`src/rtl/ahb_lite_cmd_master_if.sv`:
```
// Bundle of the command/response stream and the AHB-Lite manager-side bus
// signals of ahb_lite_cmd_master. The master modport is the initiator's view
// and the slave modport is the view of whoever feeds commands and plays the
// subordinate.
`timescale 1ns/1ps
interface ahb_lite_cmd_master_if #(
    parameter int ADDR_W = 32,
    parameter int DATA_W = 32
);
    // Command stream
    logic              cmd_valid;
    logic              cmd_ready;
    logic              cmd_write;
    logic [ADDR_W-1:0] cmd_addr;
    logic [DATA_W-1:0] cmd_wdata;

    // Response stream
    logic              rsp_valid;
    logic              rsp_write;
    logic [ADDR_W-1:0] rsp_addr;
    logic [DATA_W-1:0] rsp_rdata;

    // AHB-Lite manager signals
    logic              HSEL;
    logic [ADDR_W-1:0] HADDR;
    logic [1:0]        HTRANS;
    logic              HWRITE;
    logic [2:0]        HSIZE;
    logic [DATA_W-1:0] HWDATA;
    logic              HREADY;
    logic [DATA_W-1:0] HRDATA;

    modport master (
        input  cmd_valid, cmd_write, cmd_addr, cmd_wdata,
        output cmd_ready,
        output rsp_valid, rsp_write, rsp_addr, rsp_rdata,
        output HSEL, HADDR, HTRANS, HWRITE, HSIZE, HWDATA,
        input  HREADY, HRDATA
    );

    modport slave (
        output cmd_valid, cmd_write, cmd_addr, cmd_wdata,
        input  cmd_ready,
        input  rsp_valid, rsp_write, rsp_addr, rsp_rdata,
        input  HSEL, HADDR, HTRANS, HWRITE, HSIZE, HWDATA,
        output HREADY, HRDATA
    );
endinterface

```
`src/rtl/ahb_lite_cmd_master.sv`:
```
// AHB-Lite initiator: turns a valid/ready command stream into single-word
// NONSEQ transfers. Commands sit in a small FIFO whose head drives the address
// phase directly, so the address phase of one transfer overlaps the data phase
// of the previous one. Every completed transfer yields a one-cycle response.
`timescale 1ns/1ps
module ahb_lite_cmd_master #(
    parameter int ADDR_W  = 32,
    parameter int DATA_W  = 32,
    parameter int DEPTH   = 4,
    parameter int TIMEOUT = 256
) (
    input  logic                 HCLK,
    input  logic                 HRESET,
    ahb_lite_cmd_master_if.master bus,
    output logic                 err_timeout,
    output logic [15:0]          txn_count
);
    localparam int PTR_W  = $clog2(DEPTH);
    localparam int CNT_W  = $clog2(DEPTH + 1);
    // One spare count above TIMEOUT so the saturating counter never wraps
    // back through the limit value.
    localparam int WAIT_W = $clog2(TIMEOUT + 2);

    localparam logic [CNT_W-1:0]  FULL_CNT      = CNT_W'(DEPTH);
    localparam logic [WAIT_W-1:0] WAIT_LIMIT    = WAIT_W'(TIMEOUT);
    localparam bit                TIMEOUT_EN    = (TIMEOUT != 0);
    localparam logic [1:0]        HTRANS_IDLE   = 2'b00;
    localparam logic [1:0]        HTRANS_NONSEQ = 2'b10;
    localparam logic [2:0]        HSIZE_WORD    = 3'b010;

    // Command FIFO storage (no reset needed: only pointers/count define validity)
    logic              fifo_write_reg [DEPTH];
    logic [ADDR_W-1:0] fifo_addr_reg  [DEPTH];
    logic [DATA_W-1:0] fifo_wdata_reg [DEPTH];

    logic [PTR_W-1:0]  wr_ptr_reg, wr_ptr_next;
    logic [PTR_W-1:0]  rd_ptr_reg, rd_ptr_next;
    logic [CNT_W-1:0]  count_reg,  count_next;

    logic              fifo_full;
    logic              fifo_empty;
    logic              push;
    logic              pop;
    logic [DEPTH-1:0]  entry_we;

    logic              head_write;
    logic [ADDR_W-1:0] head_addr;
    logic [DATA_W-1:0] head_wdata;

    // Data-phase register
    logic              dp_valid_reg, dp_valid_next;
    logic              dp_write_reg, dp_write_next;
    logic [ADDR_W-1:0] dp_addr_reg,  dp_addr_next;
    logic [DATA_W-1:0] dp_wdata_reg, dp_wdata_next;

    // Response register
    logic              rsp_valid_reg, rsp_valid_next;
    logic              rsp_write_reg, rsp_write_next;
    logic [ADDR_W-1:0] rsp_addr_reg,  rsp_addr_next;
    logic [DATA_W-1:0] rsp_rdata_reg, rsp_rdata_next;

    // Status
    logic [WAIT_W-1:0] wait_cnt_reg, wait_cnt_next;
    logic              err_reg, err_next;
    logic [15:0]       txn_cnt_reg, txn_cnt_next;

    logic              completion;

    // ------------------------------------------------------------------
    // FIFO control
    // ------------------------------------------------------------------
    assign fifo_full  = (count_reg == FULL_CNT);
    assign fifo_empty = (count_reg == '0);
    // cmd_ready comes from registered occupancy only, so nothing on cmd_*
    // reaches it combinationally; a full FIFO never pushes, even on a pop.
    assign push       = bus.cmd_valid && !fifo_full;
    // The head is consumed whenever the bus accepts an address phase.
    assign pop        = bus.HREADY && !fifo_empty;

    assign bus.cmd_ready = !fifo_full;

    // One write enable per storage entry, selected by the tail pointer
    for (genvar gi = 0; gi < DEPTH; gi++) begin : g_entry_we
        assign entry_we[gi] = push && (wr_ptr_reg == PTR_W'(gi));
    end

    // Tail write into FIFO storage
    always_ff @(posedge HCLK) begin
        for (int i = 0; i < DEPTH; i++) begin
            if (entry_we[i]) begin
                fifo_write_reg[i] <= bus.cmd_write;
                fifo_addr_reg[i]  <= bus.cmd_addr;
                fifo_wdata_reg[i] <= bus.cmd_wdata;
            end
        end
    end

    assign head_write = fifo_write_reg[rd_ptr_reg];
    assign head_addr  = fifo_addr_reg[rd_ptr_reg];
    assign head_wdata = fifo_wdata_reg[rd_ptr_reg];

    // Pointer and occupancy next-state; pointers wrap naturally (DEPTH is 2^n)
    always_comb begin
        wr_ptr_next = wr_ptr_reg;
        rd_ptr_next = rd_ptr_reg;
        count_next  = count_reg;
        if (push) begin
            wr_ptr_next = wr_ptr_reg + 1'b1;
        end
        if (pop) begin
            rd_ptr_next = rd_ptr_reg + 1'b1;
        end
        case ({push, pop})
            2'b10:   count_next = count_reg + 1'b1;
            2'b01:   count_next = count_reg - 1'b1;
            default: count_next = count_reg;
        endcase
    end

    // FIFO pointer/occupancy registers
    always_ff @(posedge HCLK) begin
        if (HRESET) begin
            wr_ptr_reg <= '0;
            rd_ptr_reg <= '0;
            count_reg  <= '0;
        end else begin
            wr_ptr_reg <= wr_ptr_next;
            rd_ptr_reg <= rd_ptr_next;
            count_reg  <= count_next;
        end
    end

    // ------------------------------------------------------------------
    // Address phase: driven straight from the FIFO head, so it holds
    // stable through wait states because the head only moves on a pop.
    // ------------------------------------------------------------------
    always_comb begin
        bus.HTRANS = HTRANS_IDLE;
        bus.HADDR  = '0;
        bus.HWRITE = 1'b0;
        if (!fifo_empty) begin
            bus.HTRANS = HTRANS_NONSEQ;
            bus.HADDR  = {head_addr[ADDR_W-1:2], 2'b00};
            bus.HWRITE = head_write;
        end
    end

    assign bus.HSEL  = bus.HTRANS[1];
    assign bus.HSIZE = HSIZE_WORD;

    // ------------------------------------------------------------------
    // Data phase
    // ------------------------------------------------------------------
    // Advance the data phase only when the bus is ready; hold otherwise
    always_comb begin
        dp_valid_next = dp_valid_reg;
        dp_write_next = dp_write_reg;
        dp_addr_next  = dp_addr_reg;
        dp_wdata_next = dp_wdata_reg;
        if (bus.HREADY) begin
            dp_valid_next = pop;
            if (pop) begin
                dp_write_next = head_write;
                dp_addr_next  = head_addr;
                dp_wdata_next = head_wdata;
            end
        end
    end

    // Data-phase registers
    always_ff @(posedge HCLK) begin
        if (HRESET) begin
            dp_valid_reg <= 1'b0;
            dp_write_reg <= 1'b0;
            dp_addr_reg  <= '0;
            dp_wdata_reg <= '0;
        end else begin
            dp_valid_reg <= dp_valid_next;
            dp_write_reg <= dp_write_next;
            dp_addr_reg  <= dp_addr_next;
            dp_wdata_reg <= dp_wdata_next;
        end
    end

    assign bus.HWDATA = (dp_valid_reg && dp_write_reg) ? dp_wdata_reg : '0;

    // ------------------------------------------------------------------
    // Completion, response and counters
    // ------------------------------------------------------------------
    assign completion = dp_valid_reg && bus.HREADY;

    // Response fields load on completion; they keep their last value otherwise
    always_comb begin
        rsp_valid_next = completion;
        rsp_write_next = rsp_write_reg;
        rsp_addr_next  = rsp_addr_reg;
        rsp_rdata_next = rsp_rdata_reg;
        txn_cnt_next   = txn_cnt_reg;
        if (completion) begin
            rsp_write_next = dp_write_reg;
            rsp_addr_next  = dp_addr_reg;
            rsp_rdata_next = dp_write_reg ? '0 : bus.HRDATA;
            txn_cnt_next   = txn_cnt_reg + 16'd1;
        end
    end

    // Response and transfer-count registers
    always_ff @(posedge HCLK) begin
        if (HRESET) begin
            rsp_valid_reg <= 1'b0;
            rsp_write_reg <= 1'b0;
            rsp_addr_reg  <= '0;
            rsp_rdata_reg <= '0;
            txn_cnt_reg   <= '0;
        end else begin
            rsp_valid_reg <= rsp_valid_next;
            rsp_write_reg <= rsp_write_next;
            rsp_addr_reg  <= rsp_addr_next;
            rsp_rdata_reg <= rsp_rdata_next;
            txn_cnt_reg   <= txn_cnt_next;
        end
    end

    assign bus.rsp_valid = rsp_valid_reg;
    assign bus.rsp_write = rsp_write_reg;
    assign bus.rsp_addr  = rsp_addr_reg;
    assign bus.rsp_rdata = rsp_rdata_reg;
    assign txn_count     = txn_cnt_reg;

    // Count consecutive wait states of a pending data phase; the flag is
    // raised on the very edge the count reaches the limit and then sticks.
    always_comb begin
        wait_cnt_next = '0;
        if (dp_valid_reg && !bus.HREADY) begin
            wait_cnt_next = (wait_cnt_reg == '1) ? wait_cnt_reg : wait_cnt_reg + 1'b1;
        end
        err_next = err_reg || (TIMEOUT_EN && (wait_cnt_next == WAIT_LIMIT));
    end

    // Wait counter and sticky timeout flag
    always_ff @(posedge HCLK) begin
        if (HRESET) begin
            wait_cnt_reg <= '0;
            err_reg      <= 1'b0;
        end else begin
            wait_cnt_reg <= wait_cnt_next;
            err_reg      <= err_next;
        end
    end

    assign err_timeout = err_reg;

endmodule

```
`src/flat_wrapper.sv`:
```
// flat-port wrapper written by rule: the top's interface ports become plain ports
module ahb_lite_cmd_master_flat 
#(
    parameter int ADDR_W  = 32,
    parameter int DATA_W  = 32,
    parameter int DEPTH   = 4,
    parameter int TIMEOUT = 256
)
  (HCLK, HRESET, err_timeout, txn_count, bus_cmd_valid, bus_cmd_write, bus_cmd_addr, bus_cmd_wdata, bus_cmd_ready, bus_rsp_valid, bus_rsp_write, bus_rsp_addr, bus_rsp_rdata, bus_HSEL, bus_HADDR, bus_HTRANS, bus_HWRITE, bus_HSIZE, bus_HWDATA, bus_HREADY, bus_HRDATA);
  ahb_lite_cmd_master_if #(.ADDR_W(ADDR_W), .DATA_W(DATA_W)) bus_i ();
  input  logic HCLK;
  input  logic HRESET;
  output logic err_timeout;
  output logic [15:0] txn_count;
  input wire logic [$bits(bus_i.cmd_valid)-1:0] bus_cmd_valid;
  input wire logic [$bits(bus_i.cmd_write)-1:0] bus_cmd_write;
  input wire logic [$bits(bus_i.cmd_addr)-1:0] bus_cmd_addr;
  input wire logic [$bits(bus_i.cmd_wdata)-1:0] bus_cmd_wdata;
  output wire logic [$bits(bus_i.cmd_ready)-1:0] bus_cmd_ready;
  output wire logic [$bits(bus_i.rsp_valid)-1:0] bus_rsp_valid;
  output wire logic [$bits(bus_i.rsp_write)-1:0] bus_rsp_write;
  output wire logic [$bits(bus_i.rsp_addr)-1:0] bus_rsp_addr;
  output wire logic [$bits(bus_i.rsp_rdata)-1:0] bus_rsp_rdata;
  output wire logic [$bits(bus_i.HSEL)-1:0] bus_HSEL;
  output wire logic [$bits(bus_i.HADDR)-1:0] bus_HADDR;
  output wire logic [$bits(bus_i.HTRANS)-1:0] bus_HTRANS;
  output wire logic [$bits(bus_i.HWRITE)-1:0] bus_HWRITE;
  output wire logic [$bits(bus_i.HSIZE)-1:0] bus_HSIZE;
  output wire logic [$bits(bus_i.HWDATA)-1:0] bus_HWDATA;
  input wire logic [$bits(bus_i.HREADY)-1:0] bus_HREADY;
  input wire logic [$bits(bus_i.HRDATA)-1:0] bus_HRDATA;
  assign bus_i.cmd_valid = bus_cmd_valid;
  assign bus_i.cmd_write = bus_cmd_write;
  assign bus_i.cmd_addr = bus_cmd_addr;
  assign bus_i.cmd_wdata = bus_cmd_wdata;
  assign bus_cmd_ready = bus_i.cmd_ready;
  assign bus_rsp_valid = bus_i.rsp_valid;
  assign bus_rsp_write = bus_i.rsp_write;
  assign bus_rsp_addr = bus_i.rsp_addr;
  assign bus_rsp_rdata = bus_i.rsp_rdata;
  assign bus_HSEL = bus_i.HSEL;
  assign bus_HADDR = bus_i.HADDR;
  assign bus_HTRANS = bus_i.HTRANS;
  assign bus_HWRITE = bus_i.HWRITE;
  assign bus_HSIZE = bus_i.HSIZE;
  assign bus_HWDATA = bus_i.HWDATA;
  assign bus_i.HREADY = bus_HREADY;
  assign bus_i.HRDATA = bus_HRDATA;
  ahb_lite_cmd_master #(.ADDR_W(ADDR_W), .DATA_W(DATA_W), .DEPTH(DEPTH), .TIMEOUT(TIMEOUT)) u_core (.HCLK(HCLK), .HRESET(HRESET), .bus(bus_i), .err_timeout(err_timeout), .txn_count(txn_count));
endmodule
```
`config.mk`:
```
export PLATFORM = sky130hd
export DESIGN_NAME = ahb_lite_cmd_master_flat
export DESIGN_NICKNAME = d
export VERILOG_FILES = /design/src/rtl/ahb_lite_cmd_master_if.sv /design/src/rtl/ahb_lite_cmd_master.sv /design/src/flat_wrapper.sv
export SDC_FILE = /design/constraint.sdc
export NUM_CORES = 1
export LEC_CHECK = 0
export ABC_AREA = 1
export BUFFER_PORTS_ARGS = -buffer_cell sky130_fd_sc_hd__buf_2
export CAP_MARGIN = 30
export CORE_ASPECT_RATIO = 1.2
export CORE_MARGIN = 4
export CORE_UTILIZATION = 56
export DETAILED_ROUTE_END_ITERATION = 6
export GPL_TIMING_DRIVEN = 0
export PLACE_DENSITY = 0.79
export SLEW_MARGIN = 25
export SYNTH_ARGS = -nofsm -noshare
export SYNTH_HDL_FRONTEND = slang
export SYNTH_SLANG_ARGS = --single-unit
```
`constraint.sdc`:
```
create_clock -name HCLK -period 5.5 [get_ports HCLK]
set_clock_uncertainty 0.2 [all_clocks]
set_input_delay 0.275 -clock HCLK [delete_from_list [all_inputs] [get_ports HCLK]]
set_output_delay 0.275 -clock HCLK [all_outputs]
set_load 0.02 [all_outputs]
```
==> summary.txt, run 1 <==
Synth
  – Syn Inst Count: about 1500
  – Synth area leaders: edfxtp_1, dfxtp_1, nor2_1
  – Top-area cell type share of the netlist area: about half
  – Post-synth top cells: nor2_1, edfxtp_1, nand2_1, o21ai_0, dfxtp_1
  – Yosys reg bits: between 400 and 500
  – Mapped Avg Cell Area: roughly 11 um^2
  – Synth warn: 0
  – Post-synth EDFFs: 260
  – Cell taking the most area after synthesis: edfxtp_1
  – Post-synthesis sequential area ratio: 68.7%
  – Yosys cell types: 30
  – Prevailing post-synth register cell: edfxtp_1
  – Cell area after synthesis: 0.0162 mm^2
  – Async S/R FF share, synth: 0%
  – Most common cell in the netlist: nor2_1

Global routing
  – Initial antenna violation count: 1
  – First-pass GRT wire length: between 60 and 70 mm
  – Number of global-route vias before repair: approximately 13000
  – Tot GR Track Use: 27.3%
  – Pin count of the biggest net entering global routing: 23
  – Total grt overflow: 0

Critical path
  – Crit Path Category: flip-flop to flip-flop
  – Worst Reg-to-Reg Cells: 11
  – Critical Path End Type: flip-flop
  – R2r setup slk: 2.23 ns
  – Crit-path max FO: 10
  – CP startpoint kind: flip-flop
  – Worst R2R End: u_core.count_reg[1]
  – Worst path arrival time: between 3 and 4 ns
  – Required @ worst endpoint: approximately 5.8 ns
  – RR Startpoint: u_core.count_reg[2]

Clocking
  – Worst skew pair latency: 0.55 ns
  – Root Buffer: clkbuf_16
  – CTS clock-pin slew for the worst setup and hold paths: ~0.06 ns
  – Post-CTS sizing: 0
  – Worst-case clock buffer depth: 3
  – Clock buffer count from CTS: 41
  – Clock sink count: around 430
  – CTS tree: yes
  – Post-CTS setup repair buffer count: 0
  – # H-tree levels: 2

Timing
  – Least-Margin Pin Slew: between 0.8 and 0.9 ns
  – Endpoints failing setup: 0
  – Crit path time final: ~3.3 ns
  – RSZ-0062 raised after global routing: false
  – Fmax achieved: 306 MHz
  – Total negative setup slack: 0 ns
  – Final worst setup slack: ~2.2 ns
  – Final Hold Fails: 0
  – Max-slew headroom: roughly 44%
  – Post-route clock period utilization: 59.4%
  – Final Slew Violations: 0

Floorplanning
  – Die area: around 0.032 mm^2
  – Initial Util: 56.6%
  – I/O Pins: approximately 260
  – Die Height: slightly below 200 um
  – Core Region: around 0.029 mm^2
  – Die extent in x: around 160 um
  – Std-Cell Rows: 68

Finish
  – Share of layout cells above drive strength 1: 17.9%
  – Final non-filler cell total: 2362
  – Synth-to-Final Area Change: 27.4%
  – Final Net Count: roughly 2100

Run status
  – Status: complete, no violations

Power
  – Flop pwr share: 43.7%
  – Switching share of power: 32.8%
  – Int Power: just over 0.006 W
  – Clk pwr share: approximately 30%
  – Tot Pwr: just over 0.009 W
  – Maximum vdd drop: between 0.3 and 0.4 mV
  – P_sw: around 0.0030 W
  – Logic pwr share: 25.7%
  – Static Leakage: just over 8 nW
  – PwrDens: around 440 mW/mm^2

Routing
  – Via count: about 13000
  – Routed vias/inst: 5.58
  – Routed length per instance: 19.0 um
  – Routed Wire Length: about 45 mm
  – DRT iter0 DRCs: around 1200
  – Antenna Nets Post-Route: 0
  – Drt pass-1 iters: 5
  – DRC violations left: 0

Worst hold path
  – Hold Crit Class: primary input to flip-flop
  – Hold Path Sink: u_core.wait_cnt_reg[7]
  – Hold path startpoint: bus_HREADY
  – Cells on Worst Hold Path: 4

Place
  – Post-Place Setup Slack: roughly 2.3 ns
  – PortBufs: between 200 and 250
  – Placed cell count: roughly 2200
  – Post-DP HPWL: about 29 mm
  – GPL Wtd Cong: ~0.87

Job
  – Max-Cap Viols: 0
## cells in the final DEF (no fill, tap or decap), types with 2 or more instances in the layout
cell type,n
nor2_4,4
clkbuf_8,7
clkbuf_1,87
buf_1,14
buf_4,7
nand3_1,112
nor2_1,311
clkinv_1,3
buf_12,3
nand4_1,4
edfxtp_1,260
dlygate4sd3_1,98
and2_1,2
inv_2,3
nand2_2,2
inv_6,3
nand2_1,186
nand3_2,3
clkbuf_16,42
bufinv_16,2
inv_1,66
buf_2,254
buf_16,10
a32o_1,31
conb_1,6
clkinv_2,5
a31oi_1,35
dfxtp_1,167
a21oi_1,47
ha_1,7
nor3_2,5
o21ai_0,182
## power by group through the flow
| stage | logic, W | clock network, W | registers [W] |
|---|---|---|---|
| 6_report | 0.00236 | 0.00281 | 0.00402 |
| 5_1_grt | 0.00256 | 0.00297 | 0.00404 |
| 4_1_cts | 0.00233 | 0.00281 | 0.00401 |
| 3_5_place_dp | 0.00225 | 0 | 0.00407 |
| 3_3_place_gp | 0.00212 | 0 | 0.00409 |
| 2_1_floorplan | 0.00132 | 0 | 0.00411 |
## what timing repair did
| item | CTS | global route |
|---|---|---|
| hold buffers | 98 | 0 |
| hold endpoints to repair | 295 | 0 |
| setup endpoints to repair | 0 | 0 |
## how the worst max path moves through the flow
| stage | from | end | slack [ns] | cells past startpoint |
|---|---|---|---|---|
| detailed placement | u_core.count_reg[2] | u_core.count_reg[1] | 2.28 | 11 |
| global route | u_core.count_reg[2] | u_core.count_reg[2] | 2.16 | 12 |
| finish | u_core.count_reg[2] | u_core.count_reg[1] | 2.23 | 11 |
| CTS | u_core.count_reg[2] | u_core.count_reg[1] | 2.21 | 11 |
| global placement | u_core.count_reg[1] | u_core.fifo_addr_reg[1][9] | -0.96 | 4 |
| floorplan | u_core.count_reg[1] | u_core.fifo_addr_reg[0][0] | 1.21 | 4 |
## cell type report
type | instances | area (um^2)
inverter | 70 | 264
timing repair buffer | 360 | 2560
multi-input combinational | 943 | 4440
fill | 1954 | 8010
clock inverter | 13 | 148
tap | 385 | 482
antenna | 1 | 2.50
buffer | 100 | 408
clock buffer | 63 | 1200
sequential | 427 | 11200
## routing by layer
| metal | global-route usage (%) | vias to the layer above | routed length (um) |
|---|---|---|---|
| li1 | - | 6120 | - |
| met1 | 31.9 | 6286 | 16200 |
| met2 | 49.1 | 655 | 23000 |
| met3 | 5.43 | 119 | 4040 |
| met4 | 10.8 | 2 | 1550 |
| met5 | 0 | - | 7 |
## worst max-delay path, cell delays in order, from the launching register on
cell and delay, ns:
dfxtp_1 0.33, nor3_2 0.70, inv_2 0.17, nand2_2 0.27, inv_2 0.13, clkbuf_1 0.31
ha_1 0.30, inv_1 0.10, fa_1 0.42, nor2_1 0.10, a21oi_1 0.05, nor2_1 0.09
## cell families after synthesis
| logic type | count (synthesis) | share of synthesized area, % |
|---|---|---|
| adder cells (fa/ha/maj) | 8 | 0.663 |
| XOR/XNOR | 2 | 0.108 |
| buffers and inverters | 170 | 4.14 |
| AND/OR/NAND/NOR | 632 | 16.0 |
| other | 2 | 0.0463 |
| flip-flops | 427 | 68.7 |
| AO/OA/AOI/OAI | 295 | 10.3 |
## stage by stage
stage          hold WS, ns  util, %  cell area [um^2]
2_1_floorplan        0.144        -             16200
3_3_place_gp         0.237     62.7             18000
3_5_place_dp         0.246     63.9             18300
4_1_cts             0.0101     72.1             20700
5_1_grt             0.0494     72.1             20700
6_report            0.0236     72.1             20700
(Power assumes the default switching activity.)
==> inputs of run 2 (changes only) <==
- ABC_AREA: 1 -> 0
- clock period: 5.5 -> 3.08 ns (I/O delays scaled with it)
==> summary.txt, run 2 <==
Clocking
  – Clock buffer count from CTS: 41 (unchanged)
  – CTS clock-pin slew for the worst setup and hold paths: 0.06 ns (about the same)
  – Root Buffer: clkbuf_16
  – Post-CTS sizing: 0 (unchanged)
  – # H-tree levels: 2 (unchanged)
  – Post-CTS setup repair buffer count: 0 (unchanged)
  – Clock sink count: 427 (unchanged)
  – Worst skew pair latency: 0.52 ns (-0.03 ns)
  – CTS tree: yes
  – Worst-case clock buffer depth: 3 (unchanged)

Power
  – Maximum vdd drop: 0.593 mV (+83%)
  – Int Power: 0.0116 W (+88%)
  – Static Leakage: 7.69 nW (-5.8%)
  – Flop pwr share: 43.1% (-0.6 points)
  – PwrDens: 801 mW/mm^2 (+80%)
  – P_sw: 0.00464 W (+54%)
  – Logic pwr share: 24.3% (-1.4 points)
  – Switching share of power: 28.5% (-4.3 points)
  – Clk pwr share: 32.6% (+2.0 points)

Critical path
  – Worst path arrival time: 2.48 ns (-1.04 ns)
  – Worst Reg-to-Reg Cells: 9 (-2)
  – Crit-path max FO: 10 (unchanged)
  – Crit Path Category: flip-flop to primary output
  – CP startpoint kind: flip-flop
  – Critical Path End Type: primary output
  – Required @ worst endpoint: 2.73 ns (-3.02 ns)

Synth
  – Post-synth EDFFs: 260 (unchanged)
  – Cell area after synthesis: 0.0160 mm^2 (-1.7%)
  – Top-area cell type share of the netlist area: 48.9% (+0.82 points)
  – Most common cell in the netlist: edfxtp_1
  – Synth warn: 0 (unchanged)
  – Prevailing post-synth register cell: edfxtp_1
  – Mapped Avg Cell Area: 14.1 um^2 (+33%)
  – Post-synth top cells: edfxtp_1, nand2_1, dfxtp_1, a21oi_1, mux4_2
  – Cell taking the most area after synthesis: edfxtp_1
  – Syn Inst Count: 1132 (-26%)
  – Yosys cell types: 44 (+47%)
  – Yosys reg bits: 427 (unchanged)
  – Synth area leaders: edfxtp_1, dfxtp_1, mux4_2
  – Async S/R FF share, synth: 0% (unchanged)
  – Post-synthesis sequential area ratio: 69.9% (+1.2 points)

Timing
  – Least-Margin Pin Slew: 0.764 ns (-0.0694 ns)
  – Endpoints failing setup: 0 (unchanged)
  – Max-slew headroom: 49.1% (+4.9 points)
  – Final Hold Fails: 0 (unchanged)
  – WHS: 0.188 ns (+0.164 ns)
  – Fmax achieved: roughly 350 MHz
  – Final Slew Violations: 0 (unchanged)
  – RSZ-0062 raised after global routing: false
  – Crit path time final: around 2.8 ns
  – Post-route clock period utilization: approximately nine tenths

Floorplanning
  – Initial Util: 57.0% (+0.39 points)
  – I/O Pins: 256 (unchanged)
  – Die extent in x: 162 um (-0.80%)
  – Core Region: 0.0280 mm^2 (-2.3%)
  – Die Height: 193 um (-0.80%)
  – Die area: 0.0313 mm^2 (-1.6%)
  – Std-Cell Rows: 67 (-1.5%)

Finish
  – Most common cell after layout, fill and taps aside: buf_2
  – Synth-to-Final Area Change: 27.1%
  – Share of layout cells above drive strength 1: 27.4% (+9.5 points)
  – Commonest non-fill, non-tap cells in the layout: buf_2, edfxtp_1, nand2_1, dfxtp_1, a21oi_1
  – Cell area after layout: 0.0203 mm^2 (-1.8%)
  – Ant. Diodes: 0 (-1)
  – Final Net Count: 1641 (-20%)

Global routing
  – Total grt overflow: 0 (unchanged)
  – Number of global-route vias before repair: 11000 (-17%)
  – Initial antenna violation count: 0 (-1)
  – Tot GR Track Use: 24.5% (-2.8 points)
  – First-pass GRT wire length: 59.6 mm (-14%)
  – Pin count of the biggest net entering global routing: 45 (+96%)

Run status
  – Status: complete, no violations

Place
  – PortBufs: 249 (unchanged)
  – Post-DP HPWL: 24.9 mm (-14%)
  – Placement Cell Area: 0.0178 mm^2 (-2.8%)
  – GPL Wtd Cong: 0.832 (-4.1%)

Routing
  – DRC violations left: 0 (unchanged)
  – Via count: 10600 (-20%)
  – Drt pass-1 iters: 5 (unchanged)
  – DRT iter0 DRCs: 714 (-38%)
  – Antenna Nets Post-Route: 0 (unchanged)
  – Routed Wire Length: 38.5 mm (-14%)
  – Routed length per instance: 19.8 um (+4.3%)
  – Routed vias/inst: 5.45 (-2.3%)

Worst hold path
  – Cells on Worst Hold Path: 2 (-2)
  – Hold Crit Class: primary input to flip-flop

Job
  – Max-Cap Viols: 0 (unchanged)
==> run 2: worst paths after layout <==
| path | startpoint | endpoint | slack (ns) |
|---|---|---|---|
| setup / recovery | flip-flop | bus_HADDR[5] | 0.25 |
| hold reg to reg | u_core.dp_wdata_reg[29] | u_core.dp_wdata_reg[29] | 0.25 |
| setup reg to reg | u_core.count_reg[2] | u_core.count_reg[2] | 0.27 |
| hold / removal | bus_cmd_wdata[5] | u_core.fifo_wdata_reg[0][5] | 0.19 |
==> run 2: cell families after synthesis <==
group / Yosys count / share of synthesized area, %
AO/OA/AOI/OAI: 160 / 5.93
XOR/XNOR: 20 / 1.10
adder cells (fa/ha/maj): 8 / 0.675
buffers and inverters: 94 / 2.88
flip-flops: 427 / 69.9
multiplexers: 68 / 9.37
other: 2 / 0.0471
AND/OR/NAND/NOR: 353 / 10.1
==> run 2: area by class of cell <==
| type | count | area (um^2) |
|---|---|---|
| Multi-Input combinational cell | 615 | 4380 |
| Fill cell | 1773 | 7720 |
| Clock inverter | 15 | 224 |
| Inverter | 14 | 52.6 |
| Clock buffer | 61 | 1230 |
| Timing Repair Buffer | 354 | 2370 |
| Tap cell | 379 | 474 |
| Buffer | 79 | 403 |
| Sequential cell | 427 | 11200 |
==> run 2: worst max-delay path: stages (launching register included) <==
cell and delay, ns:
dfxtp_1 0.30, clkbuf_1 0.29, clkbuf_1 0.57, mux4_2 0.46, and2_1 0.19, buf_2 0.15
==> run 2: stage by stage <==
stage | cells | power, W | setup WS [ns] | setup TNS [ns] | util [%]
2_1_floorplan | 1136 | 0.00969 | 0.147 | 0 | -
3_3_place_gp | 1764 | 0.0108 | -0.915 | -232.75 | 63.2
3_5_place_dp | 1768 | 0.0110 | -0.0699 | -0.0699 | 63.6
4_1_cts | 1944 | 0.0163 | 0.174 | 0 | 72.4
5_1_grt | 1944 | 0.0170 | 0.0887 | 0 | 72.4
6_report | 1944 | 0.0163 | 0.249 | 0 | 72.4
==> run 2: power groups by stage <==
stage	sequential (W)	combinational (W)	clock, W
detailed placement	0.00711	0.00385	0
global placement	0.00712	0.00372	0
global route	0.00705	0.00431	0.00566
floorplan	0.00712	0.00257	0
finish	0.00700	0.00395	0.00530
CTS	0.00699	0.00398	0.00537
==> run 2: repair_timing <==
item	in CTS	in global routing
hold endpoints to repair	298	0
setup endpoints to repair	1	0
hold buffers	101	0
==> run 2: per-layer routing <==
metal,track usage [%],vias up,routed length [um]
li1,-,4925,-
met1,28.2,5163,14300
met2,45.0,416,20300
met3,4.79,92,2550
met4,9.76,0,1330
met5,0,-,0
==> inputs of run 3 (changes only) <==
- CORE_MARGIN: 4 -> 3
==> summary.txt, run 3 (synthesis results as in run 2) <==
Run status
  – Status: complete, no violations

Finish
  – Share of layout cells above drive strength 1: 27.1% (-0.28 points)
  – Most common cell after layout, fill and taps aside: buf_2
  – Commonest non-fill, non-tap cells in the layout: buf_2, edfxtp_1, nand2_1, dfxtp_1, a21oi_1
  – Final non-filler cell total: 1943 (-0.051%)
  – Fillers: 1837 (+3.6%)
  – Post-Route Utilization: 71.7% (-0.71 points)
  – Synth-to-Final Area Change: 25.9%
  – Final Net Count: 1641 (unchanged)

Clocking
  – Post-CTS setup repair buffer count: 0 (unchanged)
  – Clock sink count: 427 (unchanged)
  – Worst skew pair latency: 0.53 ns (about the same)
  – # H-tree levels: 2 (unchanged)
  – Root Buffer: clkbuf_16
  – Clock buffer count from CTS: 41 (unchanged)
  – CTS clock-pin slew for the worst setup and hold paths: 0.07 ns (about the same)
  – CTS tree: yes
  – Post-CTS sizing: 0 (unchanged)
  – Worst-case clock buffer depth: 3 (unchanged)

Global routing
  – Met3 usage: 4.52% (-0.27 points)
  – Number of global-route vias before repair: 11100 (+0.55%)
  – Total grt overflow: 0 (unchanged)
  – Initial antenna violation count: 1 (+1)
  – Met2 Track Usage GR: 46.7% (+1.7 points)
  – Met1 Resource Use GR: 30.4% (+2.2 points)
  – Pin count of the biggest net entering global routing: 37 (-18%)
  – First-pass GRT wire length: 61.1 mm (+2.5%)
  – Tot GR Track Use: 25.6% (+1.1 points)
  – Global routing's busiest layer: met2

Critical path
  – Critical Path End Type: primary output
  – CP startpoint kind: flip-flop
  – Required @ worst endpoint: 2.73 ns (about the same)
  – Worst path arrival time: 2.55 ns (+0.07 ns)
  – Crit Path Category: flip-flop to primary output
  – Crit-path max FO: 10 (unchanged)

Timing
  – Max-slew headroom: 51.9% (+2.8 points)
  – Final worst setup slack: 0.175 ns (-0.0740 ns)
  – Final Hold Fails: 0 (unchanged)
  – Crit path time final: 2.91 ns (+0.0740 ns)
  – Final Slew Violations: 0 (unchanged)
  – Fmax achieved: 344 MHz (-2.5%)
  – Total negative setup slack: 0 ns (unchanged)
  – Endpoints failing setup: 0 (unchanged)
  – Least-Margin Pin Slew: 0.722 ns (-0.0417 ns)
  – Post-route clock period utilization: 94.3% (+2.4 points)
  – RSZ-0062 raised after global routing: false

Worst hold path
  – Hold Crit Class: primary input to flip-flop

Routing
  – DRT iter0 DRCs: 818 (+15%)
  – Routed vias/inst: 5.50 (+0.95%)
  – Routed Wire Length: 39.3 mm (+2.2%)
  – Routed length per instance: 20.2 um (+2.2%)
  – Drt pass-1 iters: 5 (unchanged)
  – Antenna Nets Post-Route: 0 (unchanged)
  – DRC violations left: 0 (unchanged)
  – Via count: 10700 (+0.90%)

Power
  – Static Leakage: 7.58 nW (-1.3%)
  – Tot Pwr: 0.0158 W (-2.7%)
  – Maximum vdd drop: 0.505 mV (-15%)
  – PwrDens: 788 mW/mm^2 (-1.7%)

Place
  – PortBufs: 249 (unchanged)
  – Post-Place Setup Slack: -0.0803 ns (-0.0104 ns)
  – Post-DP HPWL: 24.5 mm (-1.8%)
  – GPL Wtd Cong: 0.820 (-1.5%)
  – Placed cell count: 1768 (unchanged)

Job
  – Max-Cap Viols: 0 (unchanged)

Floorplanning
  – Die area: 0.0306 mm^2 (-2.3%)
  – Die Height: 191 um (-1.0%)
  – Core Region: 0.0280 mm^2 (unchanged)
  – Std-Cell Rows: 67 (unchanged)
  – I/O Pins: 256 (unchanged)
  – Initial Util: 57.0% (unchanged)
  – Die extent in x: 160 um (-1.2%)
==> run 3: cell types whose count changed in the layout (fill, tap and decap cells not counted), moves of 2 or more <==
cell        previous run  this run
clkbuf_8               9         5
clkbuf_1              48        50
buf_12                 0         4
bufinv_16              6         2
clkbuf_16             43        41
inv_4                  0         2
buf_16                 4         0
clkinvlp_4             0         2
==> run 3: path summary, 6_finish.rpt <==
check	cells after the start	from	endpoint	slack (ns)
max	5	flip-flop	bus_HADDR[20]	0.17
max reg2reg	9	u_core.count_reg[2]	u_core.count_reg[2]	0.25
min reg2reg	2	u_core.bus.rsp_addr[31]	u_core.bus.rsp_addr[31]	0.25
min	2	bus_cmd_wdata[4]	u_core.fifo_wdata_reg[1][4]	0.18
==> run 3: per-layer routing <==
metal	vias to the layer above	wire length, um
li1	4908	-
met1	5247	14900
met2	427	20600
met3	107	2290
met4	2	1510
met5	-	13
==> run 3: worst max-delay path, stage by stage (launching register included) <==
cell and delay, ns:
dfxtp_1 0.30, clkbuf_1 0.29, clkbuf_1 0.58, mux4_2 0.46, and2_1 0.22, buf_2 0.17
==> run 3: timing repair <==
action	in CTS	in global routing
endpoints found under the setup margin	1	0
hold buffers	101	0
endpoints found under the hold margin	298	0
==> run 3: through the flow <==
stage,instance area [um^2],hold WS [ns]
final,20100,0.176
after global routing,20100,0.178
after global placement,17700,0.165
after CTS,20100,0.164
after detailed placement,17800,0.169
after floorplan,16000,0.0529
==> run 3: where the power goes <==
group / internal (W) / switching (W)
clock network: 0.00276 / 0.00208
logic: 0.00157 / 0.00239
registers: 0.00676 / 0.000259
total: 0.0111 / 0.00473
==> run 3: layout make-up <==
| type | instances | area, um^2 | share of cell area, % |
|---|---|---|---|
| clock inverter | 17 | 150 | 0.748 |
| antenna | 1 | 2.50 | 0.0125 |
| buffer | 79 | 403 | 2.01 |
| sequential | 427 | 11200 | 55.5 |
| multi-input combinational | 615 | 4380 | 21.8 |
| tap | 379 | 474 | 2.36 |
| inverter | 14 | 52.6 | 0.262 |
| clock buffer | 57 | 1140 | 5.66 |
| timing repair buffer | 354 | 2340 | 11.6 |
